`src/rtl/tuart_rx_cmd.sv`:
```
// UART receiver and SUMP command assembler: samples the synchronised rx line, checks framing and parity,
// and packs accepted words into short (opcode only) or long commands.
module tuart_rx_cmd #(
  parameter int DATA_BITS       = 8,
  parameter int CMD_WIDTH_WORDS = 5,
  parameter int DIV_WIDTH       = 16,
  parameter int PARITY_EN       = 0,
  parameter int PARITY_ODD      = 0,
  parameter int STOP_BITS       = 1,
  parameter int TIMEOUT_CYCLES  = 100000
) (
  input  logic                                   clk_i,
  input  logic                                   rst_in,
  input  logic                                   rx_sync_i,
  input  logic [DIV_WIDTH-1:0]                   div_i,
  output logic [DATA_BITS*CMD_WIDTH_WORDS-1:0]   data_o,
  output logic                                   stb_o,
  output logic                                   err_frame_o,
  output logic                                   err_parity_o,
  output logic                                   err_timeout_o,
  output logic                                   busy_o
);

  localparam int CMD_W = DATA_BITS * CMD_WIDTH_WORDS;
  localparam int WC_W  = $clog2(CMD_WIDTH_WORDS + 1);
  localparam int BC_W  = $clog2(DATA_BITS + 1);
  localparam int IC_W  = (TIMEOUT_CYCLES > 0) ? $clog2(TIMEOUT_CYCLES + 1) : 1;

  typedef enum logic [2:0] {
    S_IDLE   = 3'd0,
    S_START  = 3'd1,
    S_DATA   = 3'd2,
    S_PARITY = 3'd3,
    S_STOP   = 3'd4,
    S_BREAK  = 3'd5
  } state_t;

  function automatic logic parity_of(input logic [DATA_BITS-1:0] d);
    return ^d;
  endfunction

  state_t                 r_state, w_state_nxt;
  logic [DIV_WIDTH-1:0]   r_div, w_div_nxt, w_div_eff;
  logic [DIV_WIDTH-1:0]   r_cnt, w_cnt_nxt;
  logic [BC_W-1:0]        r_bit_cnt, w_bit_cnt_nxt;
  logic [1:0]             r_stop_cnt, w_stop_cnt_nxt;
  logic [DATA_BITS-1:0]   r_shift, w_shift_nxt;
  logic                   r_par_bad, w_par_bad_nxt;
  logic [WC_W-1:0]        r_word_cnt, w_word_cnt_nxt;
  logic [CMD_W-1:0]       r_asm, w_asm_nxt, w_slot;
  logic [IC_W-1:0]        r_idle_cnt, w_idle_cnt_nxt;
  logic [CMD_W-1:0]       r_data;
  logic                   r_stb, r_err_frame, r_err_parity, r_err_timeout, r_busy;
  logic                   w_accept, w_ferr, w_perr, w_tout, w_complete, w_busy_nxt;
  logic                   w_bit_smp, w_start_smp;

  assign data_o        = r_data;
  assign stb_o         = r_stb;
  assign err_frame_o   = r_err_frame;
  assign err_parity_o  = r_err_parity;
  assign err_timeout_o = r_err_timeout;
  assign busy_o        = r_busy;

  // Divisor clamp and sample-point decode; r_div is only meaningful outside IDLE
  always_comb begin
    w_div_eff   = (div_i < DIV_WIDTH'(2)) ? DIV_WIDTH'(2) : div_i;
    w_start_smp = (r_cnt == ((r_div >> 1) - DIV_WIDTH'(1)));
    w_bit_smp   = (r_cnt == (r_div - DIV_WIDTH'(1)));
  end

  // Frame state register
  always_ff @(posedge clk_i) begin
    if (!rst_in) begin
      r_state <= S_IDLE;
    end else begin
      r_state <= w_state_nxt;
    end
  end

  // Frame FSM: next state, bit sampling and per-byte verdict
  always_comb begin
    w_state_nxt    = r_state;
    w_cnt_nxt      = r_cnt + DIV_WIDTH'(1);
    w_div_nxt      = r_div;
    w_bit_cnt_nxt  = r_bit_cnt;
    w_stop_cnt_nxt = r_stop_cnt;
    w_shift_nxt    = r_shift;
    w_par_bad_nxt  = r_par_bad;
    w_accept       = 1'b0;
    w_ferr         = 1'b0;
    w_perr         = 1'b0;
    case (r_state)
      S_IDLE: begin
        w_cnt_nxt = '0;
        if (!rx_sync_i) begin
          w_state_nxt    = S_START;
          w_div_nxt      = w_div_eff;
          w_bit_cnt_nxt  = '0;
          w_stop_cnt_nxt = 2'd0;
          w_par_bad_nxt  = 1'b0;
        end else begin
          w_state_nxt = S_IDLE;
        end
      end
      S_START: begin
        if (w_start_smp) begin
          w_cnt_nxt   = '0;
          w_state_nxt = rx_sync_i ? S_IDLE : S_DATA;
        end else begin
          w_state_nxt = S_START;
        end
      end
      S_DATA: begin
        if (w_bit_smp) begin
          w_cnt_nxt   = '0;
          w_shift_nxt = {rx_sync_i, r_shift[DATA_BITS-1:1]};
          if (r_bit_cnt == BC_W'(DATA_BITS - 1)) begin
            w_bit_cnt_nxt = '0;
            w_state_nxt   = (PARITY_EN != 0) ? S_PARITY : S_STOP;
          end else begin
            w_bit_cnt_nxt = r_bit_cnt + BC_W'(1);
          end
        end else begin
          w_state_nxt = S_DATA;
        end
      end
      S_PARITY: begin
        if (w_bit_smp) begin
          w_cnt_nxt     = '0;
          w_par_bad_nxt = parity_of(r_shift) ^ rx_sync_i ^ (PARITY_ODD != 0);
          w_state_nxt   = S_STOP;
        end else begin
          w_state_nxt = S_PARITY;
        end
      end
      S_STOP: begin
        if (w_bit_smp) begin
          w_cnt_nxt = '0;
          if (!rx_sync_i) begin
            w_ferr      = 1'b1;
            w_state_nxt = S_BREAK;
          end else if (r_stop_cnt == 2'(STOP_BITS - 1)) begin
            w_state_nxt = S_IDLE;
            w_perr      = r_par_bad;
            w_accept    = !r_par_bad;
          end else begin
            w_stop_cnt_nxt = r_stop_cnt + 2'd1;
          end
        end else begin
          w_state_nxt = S_STOP;
        end
      end
      S_BREAK: begin
        // A held-low line stays here so it reports only one framing error
        w_cnt_nxt   = '0;
        w_state_nxt = rx_sync_i ? S_IDLE : S_BREAK;
      end
      default: begin
        w_cnt_nxt   = '0;
        w_state_nxt = S_IDLE;
      end
    endcase
  end

  // Command assembly, completion detect and inter-byte timeout
  always_comb begin
    w_slot         = r_asm;
    w_asm_nxt      = r_asm;
    w_word_cnt_nxt = r_word_cnt;
    w_idle_cnt_nxt = '0;
    w_complete     = 1'b0;
    w_tout         = 1'b0;
    for (int k = 0; k < CMD_WIDTH_WORDS; k++) begin
      if (WC_W'(k) == r_word_cnt) begin
        w_slot[k*DATA_BITS +: DATA_BITS] = r_shift;
      end else begin
        w_slot[k*DATA_BITS +: DATA_BITS] = r_asm[k*DATA_BITS +: DATA_BITS];
      end
    end
    if ((TIMEOUT_CYCLES > 0) && (r_state == S_IDLE) && (r_word_cnt != '0)) begin
      if (r_idle_cnt == IC_W'(TIMEOUT_CYCLES - 1)) begin
        w_tout = 1'b1;
      end else begin
        w_idle_cnt_nxt = r_idle_cnt + IC_W'(1);
      end
    end else begin
      w_idle_cnt_nxt = '0;
    end
    if (w_accept) begin
      if (((r_word_cnt == '0) && !r_shift[DATA_BITS-1]) ||
          (r_word_cnt == WC_W'(CMD_WIDTH_WORDS - 1))) begin
        w_complete     = 1'b1;
        w_asm_nxt      = '0;
        w_word_cnt_nxt = '0;
      end else begin
        w_asm_nxt      = w_slot;
        w_word_cnt_nxt = r_word_cnt + WC_W'(1);
      end
    end else if (w_ferr || w_perr || w_tout) begin
      w_asm_nxt      = '0;
      w_word_cnt_nxt = '0;
    end else begin
      w_asm_nxt = r_asm;
    end
    w_busy_nxt = (w_state_nxt != S_IDLE) || (w_word_cnt_nxt != '0);
  end

  // Datapath registers and registered output pulses
  always_ff @(posedge clk_i) begin
    if (!rst_in) begin
      r_div         <= '0;
      r_cnt         <= '0;
      r_bit_cnt     <= '0;
      r_stop_cnt    <= 2'd0;
      r_shift       <= '0;
      r_par_bad     <= 1'b0;
      r_word_cnt    <= '0;
      r_asm         <= '0;
      r_idle_cnt    <= '0;
      r_data        <= '0;
      r_stb         <= 1'b0;
      r_err_frame   <= 1'b0;
      r_err_parity  <= 1'b0;
      r_err_timeout <= 1'b0;
      r_busy        <= 1'b0;
    end else begin
      r_div         <= w_div_nxt;
      r_cnt         <= w_cnt_nxt;
      r_bit_cnt     <= w_bit_cnt_nxt;
      r_stop_cnt    <= w_stop_cnt_nxt;
      r_shift       <= w_shift_nxt;
      r_par_bad     <= w_par_bad_nxt;
      r_word_cnt    <= w_word_cnt_nxt;
      r_asm         <= w_asm_nxt;
      r_idle_cnt    <= w_idle_cnt_nxt;
      r_data        <= w_complete ? w_slot : r_data;
      r_stb         <= w_complete;
      r_err_frame   <= w_ferr;
      r_err_parity  <= w_perr;
      r_err_timeout <= w_tout;
      r_busy        <= w_busy_nxt;
    end
  end

endmodule

```
`config.mk`:
```
export PLATFORM = sky130hd
export DESIGN_NAME = tuart_rx_cmd
export DESIGN_NICKNAME = d
export VERILOG_FILES = /design/src/rtl/tuart_rx_cmd.sv
export SDC_FILE = /design/constraint.sdc
export NUM_CORES = 1
export LEC_CHECK = 0
export ABC_AREA = 0
export BUFFER_PORTS_ARGS = -buffer_cell sky130_fd_sc_hd__buf_2
export CAP_MARGIN = 40
export CORE_MARGIN = 5
export CORE_UTILIZATION = 35
export DETAILED_ROUTE_END_ITERATION = 10
export HOLD_SLACK_MARGIN = 0.1
export PLACE_DENSITY = 0.5
export SYNTH_ARGS = -nofsm -noshare
export SYNTH_HDL_FRONTEND = slang
export SYNTH_SLANG_ARGS = --single-unit
```
`constraint.sdc`:
```
create_clock -name clk_i -period 5.9 [get_ports clk_i]
set_clock_uncertainty 0.1 [all_clocks]
set_input_delay 1.18 -clock clk_i [delete_from_list [all_inputs] [get_ports clk_i]]
set_output_delay 1.18 -clock clk_i [all_outputs]
set_load 0.01 [all_outputs]
```
==> flow_metrics.env, run 1 <==
export IMPL_power_mw=2.336
export IMPL_layout_cells_most_common="sky130_fd_sc_hd__dfxtp_1"
export IMPL_post_synthesis_net_count=964
export IMPL_final_hold_violation_count=0
export IMPL_cts_buffers_inserted=17
export IMPL_num_ports=64
export IMPL_async_flop_share_pct=0
export IMPL_cts_tree="built"
export IMPL_area_growth_syn_to_layout_pct=13.81
export IMPL_viasPerCell=5.240
export IMPL_tightestPinTransition_ps=880.6
export IMPL_n_antenna_cell=0
export IMPL_cts_reportedPaths_clkPinSlew_ps=70
export IMPL_timing_max_cap_violations=0
export IMPL_grt_pass1_vias=6150
export IMPL_drv_slew=0
export IMPL_tns_ps=0
export IMPL_seq_area_frac_synth_pct=41.13
export IMPL_layout_worst_path_cycle_share_pct=73.39
export IMPL_iteration_count_of_the_initial_detailed_routing_pass=4
export IMPL_dominantRegCellSynth="sky130_fd_sc_hd__dfxtp_1"
export IMPL_cts_setup_buffers=0
export IMPL_worstPathMaxFanout=17
export IMPL_gp_congestion=0.8336
export IMPL_fin_nets=986
export IMPL_count_of_flip_flops_with_a_built_in_enable_after_synthesis=0
export IMPL_run_status="completed"
export IMPL_wl_per_cell_um=15.94
export IMPL_gr_total_overflow=0
export IMPL_post_cts_resize_count=0
export IMPL_placed_cells_incl_taps=1212
export IMPL_yosys_warnings=0
export IMPL_endpoint_kind="flip-flop"
export IMPL_cts_sinks=155
export IMPL_max_clock_freq_mhz=230.9
export IMPL_grtUsageTotal_pct=16.37
export IMPL_critical_path_arrival_ps=4580
export IMPL_grt_setup_unrepaired="no"
export IMPL_total_number_of_placement_rows=53
export IMPL_nFillCells=2189
export IMPL_final_hold_worst_slack_ps=350.9
export IMPL_drt_wl_total_um=19840
export IMPL_finalInstanceArea_um2=8587
export IMPL_critPathKind="reg -> reg"
export IMPL_drt_antenna_violating_nets=0
export IMPL_fp_coreArea_um2=21150
export IMPL_whs_path_depth=2
export IMPL_die_h_um=156.8
export IMPL_cts_root_buffer_cell="sky130_fd_sc_hd__clkbuf_16"
export IMPL_hpwlAfterDp_um=13400
export IMPL_final_layout_size_suffix_gt1_share_pct=12.28
export IMPL_detail_route_iter0_violations=469
export IMPL_vias=6519
export IMPL_pin_count_of_the_biggest_net_entering_global_routing=82
export IMPL_leakagePower_nw=3.108
export IMPL_floorplan_die_width_um=156.8
export IMPL_fp_dieArea_um2=24590
export IMPL_synth_cells=934
export IMPL_clock_path_buffers=2
export IMPL_ys_ff_latch=155
export IMPL_worst_slew_margin_rel_pct=41.29
export IMPL_drcViolationCount=0
export IMPL_crit_required_ps=6150
export IMPL_grt_first_pass_wirelength_um=32340
export IMPL_initial_utilization_pct=35.67
export IMPL_finalSetupViolCount=0
export IMPL_io_buffer_count=63
export IMPL_number_of_antenna_violations_at_the_first_check_in_global_routing=1
export IMPL_synth_area_per_cell_um2=8.078
export IMPL_pwr_density_cell_nw_per_um2=272.1
export IMPL_cell_area_after_technology_mapping_um2=7545
export IMPL_most_common_layout_cells="sky130_fd_sc_hd__dfxtp_1, sky130_fd_sc_hd__nor2_1, sky130_fd_sc_hd__nand2_1, sky130_fd_sc_hd__a21oi_1, sky130_fd_sc_hd__buf_2"
export IMPL_postPlaceCellArea_um2=8016
export IMPL_rrSetupSlack_ps=1570
export IMPL_postCtsHoldBufs=0
export IMPL_post_synth_num_cell_types=58
export IMPL_hold_path_class="reg -> reg"
export IMPL_worstSkewPairLatency_ps=430
export IMPL_setup_worst_path_start_class="flip-flop"
export IMPL_cts_max_level=4
export IMPL_final_cells=1244
export IMPL_post_layout_min_period_ps=4330
export IMPL_peakVddDrop_v=0.0001768
export IMPL_ff2ff_path_depth=11
## through the flow
stage                     utilization (%)  worst slack (ps)
after floorplan                         -              2375
after CTS                           40.59              1547
after global placement              37.85              1692
after detailed placement            37.90              1566
final                               40.59              1570
after global routing                40.59              1155
## critical path, stage by stage (launching register included)
cell,delay (ps)
sky130_fd_sc_hd__dfxtp_1,380
sky130_fd_sc_hd__inv_1,80
sky130_fd_sc_hd__ha_1,210
sky130_fd_sc_hd__or3b_2,540
sky130_fd_sc_hd__nor2_1,160
sky130_fd_sc_hd__xnor2_1,160
sky130_fd_sc_hd__nand3_1,110
sky130_fd_sc_hd__a2111oi_0,590
sky130_fd_sc_hd__nand3_1,790
sky130_fd_sc_hd__o21ai_1,870
sky130_fd_sc_hd__nand2_1,120
sky130_fd_sc_hd__a21oi_1,140
## Yosys cell counts (5+ instances only)
library cell	instances	area share (%)
sky130_fd_sc_hd__a211oi_1	18	1.8
sky130_fd_sc_hd__a21oi_1	63	4.2
sky130_fd_sc_hd__a22o_1	7	0.81
sky130_fd_sc_hd__a311oi_1	22	2.6
sky130_fd_sc_hd__and2_1	18	1.5
sky130_fd_sc_hd__and3_1	15	1.2
sky130_fd_sc_hd__buf_2	7	0.46
sky130_fd_sc_hd__clkbuf_1	59	2.9
sky130_fd_sc_hd__dfxtp_1	155	41
sky130_fd_sc_hd__ha_1	11	1.8
sky130_fd_sc_hd__inv_1	17	0.85
sky130_fd_sc_hd__mux2i_1	22	2.9
sky130_fd_sc_hd__nand2_1	117	5.8
sky130_fd_sc_hd__nand2b_1	6	0.50
sky130_fd_sc_hd__nand3_1	48	3.2
sky130_fd_sc_hd__nand4_1	10	0.83
sky130_fd_sc_hd__nor2_1	129	6.4
sky130_fd_sc_hd__nor2b_1	6	0.50
sky130_fd_sc_hd__nor3_1	15	0.99
sky130_fd_sc_hd__nor4_1	17	1.4
sky130_fd_sc_hd__o21ai_0	14	0.93
sky130_fd_sc_hd__o21ai_1	5	0.33
sky130_fd_sc_hd__or3_1	10	0.83
sky130_fd_sc_hd__or4_1	6	0.60
sky130_fd_sc_hd__xnor2_1	40	4.6
sky130_fd_sc_hd__xor2_1	29	3.4
## routing by layer
metal / vias up / share of wire (%) / routed length [um] / global-route usage, %
met4: 2 / 1.0 / 206 / 4.339
li1: 3299 / - / - / -
met5: - / 0.055 / 11 / 0
met1: 3107 / 52 / 10350 / 23.97
met3: 16 / 3.5 / 691 / 3.595
met2: 95 / 43 / 8574 / 24.33
## path summary, 6_finish.rpt
kind,start,to
min,r_asm[29]$_SDFFE_PN0P_,r_asm[29]$_SDFFE_PN0P_
max reg2reg,r_div[0]$_SDFFE_PN0P_,r_asm[24]$_SDFFE_PN0P_
min reg2reg,r_asm[29]$_SDFFE_PN0P_,r_asm[29]$_SDFFE_PN0P_
max,r_div[0]$_SDFFE_PN0P_,r_asm[24]$_SDFFE_PN0P_
## power by group
part	switching, mW	internal, mW	leakage (nW)
Sequential	0.0218	1.06	1.25
Combinational	0.109	0.0777	1.58
Clock	0.465	0.607	0.275
## cell families after synthesis
group           Yosys count  share of synthesized area (%)
compound gates          169                          14.86
xor+xnor                 69                          8.010
mux                      22                          2.919
simple gates            420                          26.77
fa+ha+maj                11                          1.824
flops                   155                          41.13
buf+inv                  88                          4.494
## final cells by class
type,instances,area (um^2),area share (%)
Multi-Input combinational cell,691,4109,47.85
Timing Repair Buffer,73,392.9,4.575
Clock buffer,20,456.7,5.318
Clock inverter,12,113.9,1.326
Inverter,18,67.56,0.7868
Sequential cell,155,3103,36.14
Tap cell,275,344.1,4.007
## registers in the layout, indices dropped and copies added, names as in the netlist, 4 cells and up
signal,cells
r_cnt,16
r_bit_cnt,4
r_shift,8
r_idle_cnt,17
data_o,40
r_asm,40
r_div,16
Power figures use the tool's default switching activity.
==> run 2: changes to the inputs <==
ABC_AREA = 1   (was 0)
clock period = 4.5 ns   (was 5.9 ns; I/O delays follow)
==> run 2 against run 1 <==
  * Clock-buffer cell count decreased by 3
  * Clock power increased by 48%
  * Global-route usage increased by 0.50 points
  * Combinational power grew 110%
  * Power grew 45%
  * First-iteration DRC count is 14% higher
  * Sequential share of layout area is 3.1 points lower
  * Setup slack lost 320 ps
  * Register-to-register slack got worse by 320 ps
  * Critical path type unchanged
  * Largest cell class unchanged
  * Largest power group is now the clock network
  * Highest routed layer is now met4
==> flow_metrics.env, run 2 <==
export IMPL_grt_setup_unrepaired="no"
export IMPL_post_layout_min_period_ps=3253
export IMPL_synth_area_per_cell_um2=6.645
export IMPL_area_growth_syn_to_layout_pct=15.09
export IMPL_path_buf_inv=3
export IMPL_worst_slew_margin_rel_pct=48.75
export IMPL_fp_dieArea_um2=26450
export IMPL_synth_area_leader_cell="sky130_fd_sc_hd__dfxtp_1"
export IMPL_drcViolationCount=0
export IMPL_most_common_layout_cells="sky130_fd_sc_hd__nand2_1, sky130_fd_sc_hd__nor2_1, sky130_fd_sc_hd__dfxtp_1, sky130_fd_sc_hd__inv_1, sky130_fd_sc_hd__o21ai_0"
export IMPL_fin_nets=1299
export IMPL_grt_pass1_vias=7116
export IMPL_count_of_flip_flops_with_a_built_in_enable_after_synthesis=0
export IMPL_postPlaceCellArea_um2=8730
export IMPL_cell_area_after_technology_mapping_um2=8153
export IMPL_post_synth_top_count_cell="sky130_fd_sc_hd__nand2_1"
export IMPL_post_synth_num_cell_types=38
export IMPL_crit_required_ps=4750
export IMPL_wl_per_cell_um=13.61
export IMPL_hpwlAfterDp_um=15500
export IMPL_finalSetupViolCount=0
export IMPL_gp_congestion=0.8731
export IMPL_synth_compound_gate_area_share_pct=12.77
export IMPL_tns_ps=0
export IMPL_synthTopCellsByCount="sky130_fd_sc_hd__nand2_1, sky130_fd_sc_hd__nor2_1, sky130_fd_sc_hd__dfxtp_1"
export IMPL_pwr_share_seq_pct=41.9
export IMPL_drt_antenna_violating_nets=0
export IMPL_r2r_start="r_div[1]$_SDFFE_PN0P_"
export IMPL_total_switching_power_mw=0.9568
export IMPL_critical_path_arrival_ps=3500
export IMPL_clockPowerShare_pct=46.7
export IMPL_drv_slew=0
export IMPL_worstSkewPairLatency_ps=420
export IMPL_cts_setup_buffers=0
export IMPL_comb_power_share_pct=11.4
export IMPL_cts_buffers_inserted=17
export IMPL_number_of_antenna_violations_at_the_first_check_in_global_routing=0
export IMPL_worstPathMaxFanout=32
export IMPL_cts_sinks=155
export IMPL_proportion_of_total_power_due_to_net_switching_pct=28.33
export IMPL_detail_route_iter0_violations=536
export IMPL_total_number_of_placement_rows=55
export IMPL_n_antenna_cell=0
export IMPL_peakVddDrop_v=0.0002151
export IMPL_tightestPinTransition_ps=761.7
export IMPL_dominantRegCellSynth="sky130_fd_sc_hd__dfxtp_1"
export IMPL_synthXorXnorAreaFrac_pct=3.545
export IMPL_pin_count_of_the_biggest_net_entering_global_routing=61
export IMPL_synth_cells=1227
export IMPL_iteration_count_of_the_initial_detailed_routing_pass=5
export IMPL_clock_path_buffers=2
export IMPL_cts_root_buffer_cell="sky130_fd_sc_hd__clkbuf_16"
export IMPL_utilization_pct=41.19
export IMPL_slowest_delay_ps=400
export IMPL_cts_tree="built"
export IMPL_drt_wl_total_um=21710
export IMPL_vias=7610
export IMPL_cts_reportedPaths_clkPinSlew_ps=70
export IMPL_post_cts_resize_count=0
export IMPL_async_flop_share_pct=0
export IMPL_cts_max_level=4
export IMPL_leakagePower_nw=3.893
export IMPL_worstPathCellList="inv_1, ha_1, nand2_2, nor2_4, nand2_1, nand2_1, nand3_1, nand2_1, nor2_2, nand2_2, nor2_8, a21oi_1, nand2_1, inv_1, buf_4, nand2_1, a21oi_1"
export IMPL_pwr_density_cell_nw_per_um2=360.0
export IMPL_synth_top_cell_area_share_pct=38.06
export IMPL_seq_area_frac_synth_pct=38.06
export IMPL_fp_coreArea_um2=22780
export IMPL_timing_max_cap_violations=0
export IMPL_floorplan_die_width_um=162.6
export IMPL_endpoint_kind="flip-flop"
export IMPL_initial_utilization_pct=35.79
export IMPL_timing_critical_path_mode_cell="sky130_fd_sc_hd__nand2_1"
export IMPL_postCtsHoldBufs=0
export IMPL_max_clock_freq_mhz=307.4
export IMPL_hold_path_class="reg -> reg"
export IMPL_dominant_combinational_cell_family_by_area_after_synthesis="simple AND/OR/NAND/NOR gates"
export IMPL_post_synth_mux_area_share_pct=0
export IMPL_gr_total_overflow=0
export IMPL_setup_worst_path_start_class="flip-flop"
export IMPL_finalInstanceArea_um2=9383
export IMPL_io_buffer_count=63
export IMPL_critPathKind="reg -> reg"
export IMPL_grt_first_pass_wirelength_um=36330
export IMPL_critical_path_top_delay_family="simple AND/OR/NAND/NOR gates"
export IMPL_final_hold_violation_count=0
export IMPL_yosys_warnings=0
export IMPL_post_synth_fa_ha_maj_area_fraction_pct=1.688
export IMPL_post_synthesis_net_count=1257
export IMPL_ys_ff_latch=155
export IMPL_viasPerCell=4.771
export IMPL_internal_power_mw=2.421
export IMPL_synth_simple_gate_area_share_pct=35.47
export IMPL_pre_cts_slack_ps=1285
export IMPL_multi_input_comb_area_um2=4363
export IMPL_grtUsageTotal_pct=16.87
export IMPL_hold_path_startpoint="r_idle_cnt[0]$_SDFF_PP0_"
export IMPL_nFillCells=2429
export IMPL_layout_cells_most_common="sky130_fd_sc_hd__nand2_1"
export IMPL_num_ports=64
export IMPL_critical_path_top_delay_cell="sky130_fd_sc_hd__buf_4"
export IMPL_synth_area_leaders="sky130_fd_sc_hd__dfxtp_1, sky130_fd_sc_hd__nand2_1, sky130_fd_sc_hd__nor2_1, sky130_fd_sc_hd__o21ai_0, sky130_fd_sc_hd__nand3_1"
export IMPL_layout_setup_ws_ps=1247
export IMPL_timing_critical_path_from="r_div[1]$_SDFFE_PN0P_"
export IMPL_final_hold_worst_slack_ps=351.0
export IMPL_run_status="completed"
export IMPL_final_layout_size_suffix_gt1_share_pct=11.70
export IMPL_layout_worst_path_cycle_share_pct=72.29
export IMPL_die_h_um=162.6
export IMPL_final_seq_area_um2=3103
-- run 2: changes by cell type after synthesis, moves of 12 or more --
cell,change
sky130_fd_sc_hd__and2_1,-17
sky130_fd_sc_hd__a21oi_1,+16
sky130_fd_sc_hd__nand3_1,+44
sky130_fd_sc_hd__nand2_1,+158
sky130_fd_sc_hd__nor2_1,+76
sky130_fd_sc_hd__a311oi_1,-22
sky130_fd_sc_hd__and3_1,-12
sky130_fd_sc_hd__clkbuf_1,-27
sky130_fd_sc_hd__xnor2_1,-27
sky130_fd_sc_hd__inv_1,+93
sky130_fd_sc_hd__o21ai_0,+86
sky130_fd_sc_hd__mux2i_1,-22
-- run 2: logic make-up (layout without fill, tap and decap cells) --
family,Yosys count,count (layout)
compound gates,199,199
simple gates,657,657
flops,155,155
fa+ha+maj,11,11
xor+xnor,33,33
buf+inv,172,227
-- run 2: final timing paths --
| check | endpoint | slack [ps] | depth (start not counted) |
|---|---|---|---|
| worst max-delay path | r_asm[29]$_SDFFE_PN0P_ | 1250 | 17 |
| worst min-delay path | r_idle_cnt[0]$_SDFF_PP0_ | 350 | 1 |
| worst max register to register | r_asm[29]$_SDFFE_PN0P_ | 1250 | 17 |
| worst min register to register | r_idle_cnt[0]$_SDFF_PP0_ | 350 | 1 |
-- run 2: through the flow --
stage,power [mW],cells
detailed placement,1.831,1563
finish,3.378,1595
global placement,1.830,1561
global route,3.540,1595
floorplan,1.730,1227
CTS,3.417,1595
-- run 2: final cells by class --
type | instances | area share, %
clock buffers | 17 | 4.534
clock inverters | 15 | 2.427
inverters | 122 | 4.881
multi-input cells | 900 | 46.50
flip-flops and latches | 155 | 33.07
well taps | 313 | 4.174
repair buffers | 73 | 4.414
-- run 2: routing by layer --
layer  vias up  global-route usage [%]  share of wire (%)
met5         -                       0                  0
met4         0                   3.698                1.1
met3        18                   3.290                5.1
met2       167                   26.11                 43
met1      3387                   24.41                 51
li1       4038                       -                  -
-- run 2: power by group through the flow --
stage               sequential (mW)  clock [mW]  combinational, mW
finish                         1.42        1.58              0.385
detailed placement             1.45           0              0.383
global route                   1.42        1.68              0.440
CTS                            1.42        1.62              0.386
floorplan                      1.44           0              0.292
global placement               1.45           0              0.381
-- run 2: worst reg2reg max path, stage by stage, from the launching register on --
cell                      delay (ps)
sky130_fd_sc_hd__dfxtp_1         310
sky130_fd_sc_hd__inv_1           170
sky130_fd_sc_hd__ha_1            340
sky130_fd_sc_hd__nand2_2         140
sky130_fd_sc_hd__nor2_4          220
sky130_fd_sc_hd__nand2_1          80
sky130_fd_sc_hd__nand2_1          80
sky130_fd_sc_hd__nand3_1          90
sky130_fd_sc_hd__nand2_1         110
sky130_fd_sc_hd__nor2_2           50
sky130_fd_sc_hd__nand2_2         150
sky130_fd_sc_hd__nor2_8           80
sky130_fd_sc_hd__a21oi_1         230
sky130_fd_sc_hd__nand2_1         110
sky130_fd_sc_hd__inv_1           270
sky130_fd_sc_hd__buf_4           400
sky130_fd_sc_hd__nand2_1         120
sky130_fd_sc_hd__a21oi_1         140
==> run 3: changes to the inputs <==
clock period = 3.33 ns   (was 4.5 ns; I/O delays follow)
==> run 3 against run 2 <==
  * Sequential share of layout area about the same
  * Combinational power up 36%
  * Critical path depth rose by 2
  * Sequential power grew 35%
  * Clock power rose by 24%
  * Maximum frequency is 7.5% higher
  * Power increased by 30%
  * Via count shrank 0.11%
  * Setup slack worse by 940 ps
  * Global-route usage down 0.064 points
  * Non-clock buffer count rose by 6
  * Core utilization about the same
  * Critical endpoint is now data_o[1]$_SDFFE_PN0P_
==> flow_metrics.env, run 3 (synthesis results as in run 2) <==
export IMPL_ff2ff_path_depth=19
export IMPL_whs_path_depth=1
export IMPL_most_common_layout_cells="sky130_fd_sc_hd__nand2_1, sky130_fd_sc_hd__nor2_1, sky130_fd_sc_hd__dfxtp_1, sky130_fd_sc_hd__inv_1, sky130_fd_sc_hd__o21ai_0"
export IMPL_fin_nets=1305
export IMPL_die_h_um=162.6
export IMPL_io_buffer_count=63
export IMPL_run_status="completed"
export IMPL_tns_ps=0
export IMPL_viasPerCell=4.748
export IMPL_setup_worst_path_start_class="flip-flop"
export IMPL_layout_worst_path_cycle_share_pct=90.85
export IMPL_drcViolationCount=0
export IMPL_final_hold_violation_count=0
export IMPL_pwr_density_cell_nw_per_um2=468.4
export IMPL_critPathKind="reg -> reg"
export IMPL_endpoint_kind="flip-flop"
export IMPL_dr_max_layer_used="met5"
export IMPL_total_number_of_placement_rows=55
export IMPL_drt_antenna_violating_nets=0
export IMPL_drt_wl_total_um=21840
export IMPL_n_antenna_cell=0
export IMPL_worstPathCellList="inv_1, ha_2, nand2_4, nor2_4, nand2_1, nand2_1, nand2_1, nand2_1, nand2_1, nor2_2, nand2_2, nor2_8, nand3_4, nor2_8, nand2_8, inv_2, buf_12, nor2_1, nor2_1"
export IMPL_fp_coreArea_um2=22780
export IMPL_critical_path_arrival_ps=3280
export IMPL_worstPathMaxFanout=43
export IMPL_drv_slew=0
export IMPL_clock_path_buffers=2
export IMPL_cts_root_buffer_cell="sky130_fd_sc_hd__clkbuf_16"
export IMPL_num_ports=64
export IMPL_grt_setup_unrepaired="no"
export IMPL_met3_wirelength_um=846
export IMPL_finalSetupViolCount=0
export IMPL_gr_total_overflow=0
export IMPL_iteration_count_of_the_initial_detailed_routing_pass=5
export IMPL_cts_setup_buffers=0
export IMPL_area_growth_syn_to_layout_pct=15.22
export IMPL_hold_path_class="reg -> reg"
export IMPL_grt_pass1_vias=7009
export IMPL_max_clock_freq_mhz=330.5
export IMPL_pin_count_of_the_biggest_net_entering_global_routing=61
export IMPL_final_layout_size_suffix_gt1_share_pct=12.34
export IMPL_grtUsageTotal_pct=16.81
export IMPL_cts_sinks=155
export IMPL_hpwlAfterDp_um=15540
export IMPL_worstSkewPairLatency_ps=420
export IMPL_peakVddDrop_v=0.0002731
export IMPL_power_mw=4.401
export IMPL_floorplan_die_width_um=162.6
export IMPL_crit_required_ps=3590
export IMPL_cts_reportedPaths_clkPinSlew_ps=70
export IMPL_post_layout_min_period_ps=3025
export IMPL_worst_slew_margin_rel_pct=52.30
export IMPL_number_of_antenna_violations_at_the_first_check_in_global_routing=1
export IMPL_initial_utilization_pct=35.79
export IMPL_cts_tree="built"
export IMPL_fp_dieArea_um2=26450
export IMPL_met2RoutedLength_um=9401
export IMPL_detail_route_iter0_violations=491
export IMPL_leakagePower_nw=3.904
export IMPL_postCtsHoldBufs=0
export IMPL_cts_max_level=4
export IMPL_vias=7602
export IMPL_timing_critical_path_mode_cell="sky130_fd_sc_hd__nand2_1"
export IMPL_tightestPinTransition_ps=715.5
export IMPL_grt_first_pass_wirelength_um=36090
export IMPL_wl_met1_um=11300
export IMPL_slowest_delay_ps=310
export IMPL_wl_per_cell_um=13.64
export IMPL_critical_path_top_delay_cell="sky130_fd_sc_hd__dfxtp_1"
export IMPL_gp_congestion=0.8469
export IMPL_cts_buffers_inserted=17
export IMPL_timing_max_cap_violations=0
export IMPL_layout_cells_most_common="sky130_fd_sc_hd__nand2_1"
export IMPL_post_cts_resize_count=0
-- run 3: changes by cell type in the layout (fill, tap and decap cells not counted), moves of 2 or more --
cell                        change
sky130_fd_sc_hd__buf_4          +5
sky130_fd_sc_hd__clkinv_8       -3
sky130_fd_sc_hd__buf_12         +2
sky130_fd_sc_hd__bufinv_16      -2
sky130_fd_sc_hd__ha_1           -2
sky130_fd_sc_hd__ha_2           +2
sky130_fd_sc_hd__inv_8          +2
-- run 3: layer usage --
metal  up-vias  global-route usage [%]
li1       4046                       -
met1      3396                   24.40
met2       134                   25.65
met3        24                   3.012
met4         2                   4.575
met5         -                       0
-- run 3: layout make-up --
cell class | count | area (um^2)
well taps | 313 | 391.6
fillers | 2475 | 13380
clock buffers | 18 | 439.2
inverters | 122 | 457.9
clock inverters | 14 | 153.9
flip-flops and latches | 155 | 3103
repair buffers | 79 | 464.2
multi-input cells | 900 | 4384
-- run 3: path summary, 6_finish.rpt --
kind | slack (ps) | end | start
setup / recovery | 300 | data_o[1]$_SDFFE_PN0P_ | r_div[1]$_SDFFE_PN0P_
hold reg to reg | 350 | r_idle_cnt[0]$_SDFF_PP0_ | r_idle_cnt[0]$_SDFF_PP0_
hold / removal | 350 | r_idle_cnt[0]$_SDFF_PP0_ | r_idle_cnt[0]$_SDFF_PP0_
setup reg to reg | 300 | data_o[1]$_SDFFE_PN0P_ | r_div[1]$_SDFFE_PN0P_
-- run 3: metrics by stage --
step / util (%) / cell area, um^2 / std cells / worst slack [ps] / hold slack [ps]
global placement: 38.53 / 8776 / 1569 / 273.6 / 333.9
global route: 41.24 / 9394 / 1601 / 5.600 / 374.3
detailed placement: 38.53 / 8776 / 1569 / 193.6 / 343.3
floorplan: - / 8153 / 1227 / 760.7 / 317.5
finish: 41.24 / 9394 / 1601 / 304.7 / 351.2
CTS: 41.13 / 9369 / 1601 / 163.4 / 353.1
-- run 3: worst max-delay path: cells and delay by family (launching register included) --
kind,cells,cell delay [ps]
simple gates,15,1680
buf+inv,3,510
flops,1,310
fa+ha+maj,1,300
-- run 3: power breakdown --
group | switching (mW) | leakage [nW] | total (mW) | internal (mW)
Sequential | 0.0383 | 1.25 | 1.91 | 1.88
Clock | 0.879 | 0.290 | 1.96 | 1.08
Combinational | 0.354 | 2.36 | 0.525 | 0.171
